[config.mk]
export PLATFORM = sky130hd
export DESIGN_NAME = mips_multicycle_ctrl
export DESIGN_NICKNAME = d
export VERILOG_FILES = /design/src/rtl/mips_ctrl_pkg.sv /design/src/rtl/mips_ctrl_out_decode.sv /design/src/rtl/mips_multicycle_ctrl.sv
export SDC_FILE = /design/constraint.sdc
export NUM_CORES = 1
export LEC_CHECK = 0
export ABC_AREA = 1
export ABC_CLOCK_PERIOD_IN_PS = 1700
export CAP_MARGIN = 20
export CORE_MARGIN = 3
export CORE_UTILIZATION = 38
export CTS_CLUSTER_SIZE = 40
export DETAILED_ROUTE_END_ITERATION = 8
export GPL_TIMING_DRIVEN = 0
export PLACE_DENSITY_LB_ADDON = 0.05
export SETUP_SLACK_MARGIN = 0.1
export SYNTH_ARGS = -nofsm -noshare
export SYNTH_HDL_FRONTEND = slang
export SYNTH_SLANG_ARGS = --single-unit
[constraint.sdc]
create_clock -name clk -period 1.7 [get_ports clk]
set_clock_uncertainty 0.1 [all_clocks]
set_input_delay 0.425 -clock clk [delete_from_list [all_inputs] [get_ports clk]]
set_output_delay 0.425 -clock clk [all_outputs]
set_load 0.02 [all_outputs]
[src/rtl/mips_ctrl_pkg.sv]
// Shared types and constants for the multicycle MIPS main controller.
package mips_ctrl_pkg;

  // Controller states; FETCH is the reset state and must stay at encoding 0.
  typedef enum logic [3:0] {
    S_FETCH   = 4'd0,
    S_DECODE  = 4'd1,
    S_MEMADR  = 4'd2,
    S_MEMRD   = 4'd3,
    S_MEMWB   = 4'd4,
    S_MEMWR   = 4'd5,
    S_EXECUTE = 4'd6,
    S_ALUWB   = 4'd7,
    S_BRANCH  = 4'd8,
    S_ADDIEX  = 4'd9,
    S_ADDIWB  = 4'd10,
    S_JUMP    = 4'd11
  } state_t;

  // Supported opcodes (instruction bits [31:26]).
  localparam logic [5:0] OP_RTYPE = 6'b000000;
  localparam logic [5:0] OP_LW    = 6'b100011;
  localparam logic [5:0] OP_SW    = 6'b101011;
  localparam logic [5:0] OP_BEQ   = 6'b000100;
  localparam logic [5:0] OP_ADDI  = 6'b001000;
  localparam logic [5:0] OP_J     = 6'b000010;

  // ALU_op encodings understood by the downstream ALU decoder.
  localparam logic [1:0] ALUOP_ADD   = 2'b00;
  localparam logic [1:0] ALUOP_SUB   = 2'b01;
  localparam logic [1:0] ALUOP_FUNCT = 2'b10;

  // Raw per-state control vector, before handshake qualification and gating.
  typedef struct packed {
    logic       iord;
    logic       mem_write;
    logic       ir_write;
    logic       pc_write;
    logic       branch;
    logic [1:0] pc_src;
    logic       alu_src_a;
    logic [1:0] alu_src_b;
    logic [1:0] alu_op;
    logic       reg_write;
    logic       reg_dst;
    logic       mem_to_reg;
  } ctrl_t;

  // True for every opcode the controller knows how to sequence.
  function automatic logic is_legal_op(input logic [5:0] op);
    return (op == OP_RTYPE) || (op == OP_LW) || (op == OP_SW) ||
           (op == OP_BEQ) || (op == OP_ADDI) || (op == OP_J);
  endfunction

endpackage

[src/rtl/mips_ctrl_out_decode.sv]
// Moore output decoder: maps the controller state onto the raw control vector.
module mips_ctrl_out_decode
  import mips_ctrl_pkg::*;
(
  input  state_t state,
  output ctrl_t  ctrl
);

  // Everything defaults to 0; each state raises only what it needs.
  always_comb begin
    ctrl = '0;
    case (state)
      S_FETCH: begin
        ctrl.alu_src_b = 2'b01;
        ctrl.alu_op    = ALUOP_ADD;
        ctrl.ir_write  = 1'b1;
        ctrl.pc_write  = 1'b1;
      end
      S_DECODE: begin
        ctrl.alu_src_b = 2'b11;
        ctrl.alu_op    = ALUOP_ADD;
      end
      S_MEMADR: begin
        ctrl.alu_src_a = 1'b1;
        ctrl.alu_src_b = 2'b10;
        ctrl.alu_op    = ALUOP_ADD;
      end
      S_MEMRD: begin
        ctrl.iord = 1'b1;
      end
      S_MEMWB: begin
        ctrl.mem_to_reg = 1'b1;
        ctrl.reg_write  = 1'b1;
      end
      S_MEMWR: begin
        ctrl.iord      = 1'b1;
        ctrl.mem_write = 1'b1;
      end
      S_EXECUTE: begin
        ctrl.alu_src_a = 1'b1;
        ctrl.alu_src_b = 2'b00;
        ctrl.alu_op    = ALUOP_FUNCT;
      end
      S_ALUWB: begin
        ctrl.reg_dst   = 1'b1;
        ctrl.reg_write = 1'b1;
      end
      S_BRANCH: begin
        ctrl.alu_src_a = 1'b1;
        ctrl.alu_src_b = 2'b00;
        ctrl.alu_op    = ALUOP_SUB;
        ctrl.branch    = 1'b1;
        ctrl.pc_src    = 2'b01;
      end
      S_ADDIEX: begin
        ctrl.alu_src_a = 1'b1;
        ctrl.alu_src_b = 2'b10;
        ctrl.alu_op    = ALUOP_ADD;
      end
      S_ADDIWB: begin
        ctrl.reg_write = 1'b1;
      end
      S_JUMP: begin
        ctrl.pc_src   = 2'b10;
        ctrl.pc_write = 1'b1;
      end
      default: ctrl = '0;
    endcase
  end

endmodule

[src/rtl/mips_multicycle_ctrl.sv]
// Main control FSM of the multicycle MIPS core: state register, next-state
// logic, memory-ready qualification, PC enable and reset gating of outputs.
module mips_multicycle_ctrl
  import mips_ctrl_pkg::*;
#(
  parameter bit MEM_WAIT_EN = 1'b1
) (
  input  logic       clk,
  input  logic       reset_n,
  input  logic [5:0] opcode,
  input  logic       zero,
  input  logic       mem_ready,
  output logic       IorD,
  output logic       mem_write,
  output logic       IR_write,
  output logic       PC_en,
  output logic [1:0] PC_src,
  output logic       ALU_src_A,
  output logic [1:0] ALU_src_B,
  output logic [1:0] ALU_op,
  output logic       reg_write,
  output logic       reg_dst,
  output logic       mem_to_reg,
  output logic       illegal_op,
  output logic [3:0] state_o
);

  state_t state_reg, state_next;
  // Low from reset until the first clock edge after release; silences all
  // outputs so nothing fires in the gap between reset release and the edge.
  logic   active_reg;
  logic   mem_rdy;
  logic   in_fetch;
  ctrl_t  ctrl;

  assign mem_rdy  = MEM_WAIT_EN ? mem_ready : 1'b1;
  assign in_fetch = (state_reg == S_FETCH);

  mips_ctrl_out_decode u_out_decode (
    .state (state_reg),
    .ctrl  (ctrl)
  );

  // State register with asynchronous abort back to FETCH.
  always_ff @(posedge clk or negedge reset_n) begin
    if (!reset_n) begin
      state_reg  <= S_FETCH;
      active_reg <= 1'b0;
    end else begin
      state_reg  <= state_next;
      active_reg <= 1'b1;
    end
  end

  // Next-state logic; opcode is only consulted in DECODE and MEMADR.
  always_comb begin
    state_next = S_FETCH;
    if (active_reg) begin
      case (state_reg)
        S_FETCH:   state_next = mem_rdy ? S_DECODE : S_FETCH;
        S_DECODE: begin
          case (opcode)
            OP_LW, OP_SW: state_next = S_MEMADR;
            OP_RTYPE:     state_next = S_EXECUTE;
            OP_BEQ:       state_next = S_BRANCH;
            OP_ADDI:      state_next = S_ADDIEX;
            OP_J:         state_next = S_JUMP;
            default:      state_next = S_FETCH;
          endcase
        end
        S_MEMADR:  state_next = (opcode == OP_SW) ? S_MEMWR : S_MEMRD;
        S_MEMRD:   state_next = mem_rdy ? S_MEMWB : S_MEMRD;
        S_MEMWB:   state_next = S_FETCH;
        S_MEMWR:   state_next = mem_rdy ? S_FETCH : S_MEMWR;
        S_EXECUTE: state_next = S_ALUWB;
        S_ALUWB:   state_next = S_FETCH;
        S_BRANCH:  state_next = S_FETCH;
        S_ADDIEX:  state_next = S_ADDIWB;
        S_ADDIWB:  state_next = S_FETCH;
        S_JUMP:    state_next = S_FETCH;
        default:   state_next = S_FETCH;
      endcase
    end
  end

  // Output stage: FETCH loads wait for mem_ready, everything gated by active.
  always_comb begin
    IorD       = active_reg & ctrl.iord;
    mem_write  = active_reg & ctrl.mem_write;
    IR_write   = active_reg & ctrl.ir_write & mem_rdy;
    PC_en      = active_reg & ((ctrl.pc_write & (~in_fetch | mem_rdy)) |
                               (ctrl.branch & zero));
    PC_src     = active_reg ? ctrl.pc_src : 2'b00;
    ALU_src_A  = active_reg & ctrl.alu_src_a;
    ALU_src_B  = active_reg ? ctrl.alu_src_b : 2'b00;
    ALU_op     = active_reg ? ctrl.alu_op : 2'b00;
    reg_write  = active_reg & ctrl.reg_write;
    reg_dst    = active_reg & ctrl.reg_dst;
    mem_to_reg = active_reg & ctrl.mem_to_reg;
    illegal_op = active_reg & (state_reg == S_DECODE) & ~is_legal_op(opcode);
    state_o    = state_reg;
  end

endmodule

==> results.sh, run 1 <==
export IMPL_run_status="aborted with a tool error"
export IMPL_haltStage="global routing"
export IMPL_tool_error="[ERROR DPL-0033] detailed placement checks failed during check placement."
export IMPL_clock_sinks=5
export IMPL_ctsHoldBuffers=0
export IMPL_synthesis_yosys_warnings=0
export IMPL_die_h_um=44.0
export IMPL_cts_buffer_depth=2
export IMPL_cts_max_level=1
export IMPL_ctsRootBufferMaster="sky130_fd_sc_hd__clkbuf_4"
export IMPL_dieWidth_um=44.0
export IMPL_cts_inserted_buffers=3
export IMPL_yosys_register_bits=5
export IMPL_worst_ep_kind="output port"
export IMPL_yosys_top_cells_area="sky130_fd_sc_hd__dfrtp_1 23%, sky130_fd_sc_hd__nor2_1 17%, sky130_fd_sc_hd__nand2_1 15%"
export IMPL_netlist_area_leader_share_pct=22.8
export IMPL_synthesized_cell_area_um2=549
export IMPL_grt_antenna_before_repair=0
export IMPL_synth_edf_count=0
export IMPL_synthesis_area_per_instance_um2=5.44
export IMPL_netlist_instances=101
export IMPL_detailedPlacementHpwl_um=1360
export IMPL_postSynth_topFlopCell="sky130_fd_sc_hd__dfrtp_1"
export IMPL_synth_async_sr_flop_share_pct=100
export IMPL_synth_nets=111
export IMPL_post_synthesis_simple_gate_area_fraction_pct=55.8
export IMPL_place_area_um2=922
export IMPL_synth_seq_area_share_pct=22.8
export IMPL_synth_top_family_by_area="simple AND/OR/NAND/NOR gates"
export IMPL_synthMuxAreaShare_pct=0
export IMPL_synth_common_cells="25 x sky130_fd_sc_hd__nor2_1, 22 x sky130_fd_sc_hd__nand2_1, 13 x sky130_fd_sc_hd__inv_1"
export IMPL_globalplace_congestion=0.814
export IMPL_initial_core_util_pct=41.2
export IMPL_yosysMostFrequentCell="sky130_fd_sc_hd__nor2_1"
export IMPL_yosys_cell_types_count=19
export IMPL_synth_adder_area_share_pct=0
export IMPL_port_buffer_count=28
export IMPL_synthXorXnorAreaFrac_pct=0
export IMPL_globalroute_repair_timing_worst_endpoint="illegal_op"
export IMPL_synth_top_area_cell="sky130_fd_sc_hd__dfrtp_1"
export IMPL_floorplan_rows=13
export IMPL_grt_start_max_net_pins=11
export IMPL_design_portCount=29
export IMPL_synth_compound_gate_area_share_pct=8.43
==> through the flow <==
step	instances	setup WS, ns	setup TNS [ns]	hold WS (ns)	utilization, %
2_1_floorplan	101	0.0404	0	0.0294	-
4_1_cts	166	-0.230	-2.11	0.303	86.6
3_3_place_gp	144	-0.794	-6.22	0.552	69.1
3_5_place_dp	144	-0.832	-6.57	0.552	69.1
==> what timing repair did <==
| action | 4_1_cts |
|---|---|
| pin swaps | 16 |
| setup endpoints to repair | 19 |
| gates cloned | 0 |
| gates resized for setup | 124 |
| buffers inserted | 18 |
==> cell families after synthesis <==
family / after synthesis
AND/OR/NAND/NOR: 69
AO/OA/AOI/OAI: 9
flip-flops: 5
buffers and inverters: 17
other: 1
==> run 2, diff against run 1 <==
CORE_AREA = 3 3 64 66   (was default)
CORE_MARGIN = default   (was 3)
CORE_UTILIZATION = default   (was 38)
CTS_CLUSTER_SIZE = default   (was 40)
DIE_AREA = 0 0 67 69   (was default)
PLACE_DENSITY_LB_ADDON = 0.15   (was 0.05)
SETUP_SLACK_MARGIN = default   (was 0.1)
==> run 2 against run 1 <==
Against the previous run:
- the flow now finishes, with violations (negative setup slack)
- area after synthesis unchanged
- synthesized cell count unchanged
==> results.sh, run 2 <==
export IMPL_antennaDiodeCount=0
export IMPL_synthesis_yosys_warnings=0
export IMPL_fmax_mhz=539
export IMPL_detail_route_wl_per_cell_um=10.4
export IMPL_drt_antenna_violating_nets=0
export IMPL_drive_gt1_share_pct=52.7
export IMPL_timing_critical_path_slowest_cell_delay_ns=0.47
export IMPL_grt_antenna_before_repair=0
export IMPL_design_power_total_mw=0.479
export IMPL_synth_top_area_cell="sky130_fd_sc_hd__dfrtp_1"
export IMPL_netlist_instances=101
export IMPL_port_buffer_count=28
export IMPL_detail_route_vias_per_cell=4.03
export IMPL_crit_top_cell="sky130_fd_sc_hd__nor2_4"
export IMPL_synthesis_area_per_instance_um2=5.44
export IMPL_detail_route_drc_violations=0
export IMPL_cp_data_required_time_ns=1.17
export IMPL_setup_tns_final_ns=-1.44
export IMPL_ctsHoldBuffers=0
export IMPL_grt_start_max_net_pins=11
export IMPL_drt_pre_antenna_iters=4
export IMPL_yosysMostFrequentCell="sky130_fd_sc_hd__nor2_1"
export IMPL_final_cells=194
export IMPL_clock_sinks=5
export IMPL_gr_total_overflow=0
export IMPL_insertion_delay_ns=0.22
export IMPL_worst_slack_ns=-0.155
export IMPL_crit_chain="nor2_4 -> nand2_2 -> nor2_4 -> a21oi_1 -> o21ai_2 -> buf_6"
export IMPL_final_setup_viol_count=15
export IMPL_synth_common_cells="25 x sky130_fd_sc_hd__nor2_1, 22 x sky130_fd_sc_hd__nand2_1, 13 x sky130_fd_sc_hd__inv_1"
export IMPL_detailedPlacementHpwl_um=1540
export IMPL_power_leakage_nw=0.569
export IMPL_die_h_um=69
export IMPL_max_cap_viol_count=0
export IMPL_area_growth_synth_to_final_pct=106
export IMPL_irDropWorstVdd_mv=0.178
export IMPL_first_global_vias=767
export IMPL_tritoncts_clock_tree="yes"
export IMPL_drtIter0Drc=36
export IMPL_grtUsageMet3_pct=2.77
export IMPL_synthesized_cell_area_um2=549
export IMPL_area_of_the_die_um2=4620
export IMPL_finalCoreUtilization_pct=31.2
export IMPL_grt_use_total_pct=9.00
export IMPL_yosys_register_bits=5
export IMPL_cts_buffer_depth=2
export IMPL_timing_critical_path_slowest_stage_cell="sky130_fd_sc_hd__dfrtp_2"
export IMPL_dieWidth_um=67
export IMPL_power_per_cell_area_nw_per_um2=422
export IMPL_yosys_cell_types_count=19
export IMPL_crit_start_category="flip-flop"
export IMPL_synth_nets=111
export IMPL_netlist_area_leader_share_pct=22.8
export IMPL_grt_first_pass_wirelength_um=3280
export IMPL_run_status="finished with violations"
export IMPL_fin_nets=157
export IMPL_floorplan_rows=22
export IMPL_area_sequential_um2=130
export IMPL_cts_max_level=1
export IMPL_clk_pin_slew_worst_paths_ns=0.03
export IMPL_synth_async_sr_flop_share_pct=100
export IMPL_ctsRootBufferMaster="sky130_fd_sc_hd__clkbuf_8"
export IMPL_yosys_top_cells_area="sky130_fd_sc_hd__dfrtp_1 23%, sky130_fd_sc_hd__nor2_1 17%, sky130_fd_sc_hd__nand2_1 15%"
export IMPL_core_outline_area_um2=3630
export IMPL_finalWorstPathRequiredPeriod_ns=1.86
export IMPL_num_vias=781
export IMPL_critical_path_class="flip-flop to primary output"
export IMPL_placedCellCount=177
export IMPL_worstSetupEndpointType="primary output"
export IMPL_globalRoute_busiestLayer="met2"
export IMPL_synth_seq_area_share_pct=22.8
export IMPL_globalplace_congestion=0.858
export IMPL_min_period_over_period_pct=109
export IMPL_layout_commonest_cell="sky130_fd_sc_hd__buf_4"
export IMPL_cts_inserted_buffers=3
export IMPL_fillCellCount=430
export IMPL_worstHoldPathType="input pin to asynchronous set/reset pin"
export IMPL_globalRouteMet2Util_pct=16.5
export IMPL_grt_setup_unrepaired="true"
export IMPL_most_frequent_cells_in_the_layout="21 x sky130_fd_sc_hd__buf_4, 17 x sky130_fd_sc_hd__nand2_1, 14 x sky130_fd_sc_hd__nor2_1, 11 x sky130_fd_sc_hd__inv_1, 8 x sky130_fd_sc_hd__nor2_2"
export IMPL_multiInputGateArea_um2=488
export IMPL_postSynth_topFlopCell="sky130_fd_sc_hd__dfrtp_1"
export IMPL_cp_data_arrival_time_ns=1.33
export IMPL_initial_core_util_pct=15.1
export IMPL_violations="negative setup slack"
export IMPL_largest_reg_flops=4
export IMPL_met1_usage_pct=10.1
export IMPL_synth_edf_count=0
export IMPL_crit_fanout=7
export IMPL_detail_route_wirelength_um=2010
export IMPL_timing_final_max_slew_violations=0
export IMPL_final_hold_violation_count=0
export IMPL_design_portCount=29
export IMPL_dp_slack_ns=-0.817
## run 2: stage by stage
stage	hold WS (ns)	instance area (um^2)
after detailed placement	0.563	922
after floorplan	0.0294	582
final	0.328	1130
after CTS	0.332	1070
after global placement	0.560	922
after global routing	0.353	1130
## run 2: what timing repair did
item | CTS | global route
buffers inserted | 9 | 4
gates cloned | 0 | 0
pin swaps | 8 | 10
setup endpoints to repair | 19 | 17
gates resized for setup | 113 | 27
## run 2: power breakdown
part / total, mW / switching [mW] / internal [mW]
registers: 0.131 / 0.00764 / 0.124
logic: 0.135 / 0.0745 / 0.0601
clock network: 0.213 / 0.0526 / 0.160
total: 0.479 / 0.135 / 0.344
## run 2: worst paths after layout
check | startpoint | depth (start not counted) | to | slack, ns
min in group clk | opcode[3] | 6 | state_o[2] | 0.58
worst max register to register | state_o[1] | 7 | state_o[0] | 0.30
worst min register to register | state_o[2] | 3 | state_o[3] | 0.58
worst min-delay path | reset_n | 1 | state_o[0] | 0.33
worst max-delay path | state_o[1] | 6 | PC_en | -0.16
max in group asynchronous | reset_n | 1 | state_o[3] | 0.97
## run 2: cell families after synthesis
| family | synth area share [%] |
|---|---|
| other cells | 0.683 |
| buf+inv | 12.3 |
| flops | 22.8 |
| simple gates | 55.8 |
| compound gates | 8.43 |
## run 2: area by class of cell
class | count | area share [%]
repair buffers | 41 | 29.5
inverters | 15 | 5.41
plain buffers | 2 | 1.32
clock buffers | 4 | 3.97
well taps | 48 | 5.30
flip-flops and latches | 5 | 11.5
multi-input cells | 79 | 43.0
## run 2: critical path: cells and delay by family (launching register included)
kind            cells  cell delay [ns]
buf+inv             1             0.13
flops               1             0.47
compound gates      2             0.15
simple gates        3             0.37
## run 2: routing by layer
| metal | routed length [um] | vias to the layer above |
|---|---|---|
| met5 | 0 | - |
| met4 | 0 | 0 |
| met3 | 139 | 0 |
| met2 | 1090 | 20 |
| met1 | 780 | 358 |
| li1 | - | 403 |
Note: power is estimated with default switching activity, not from simulation.
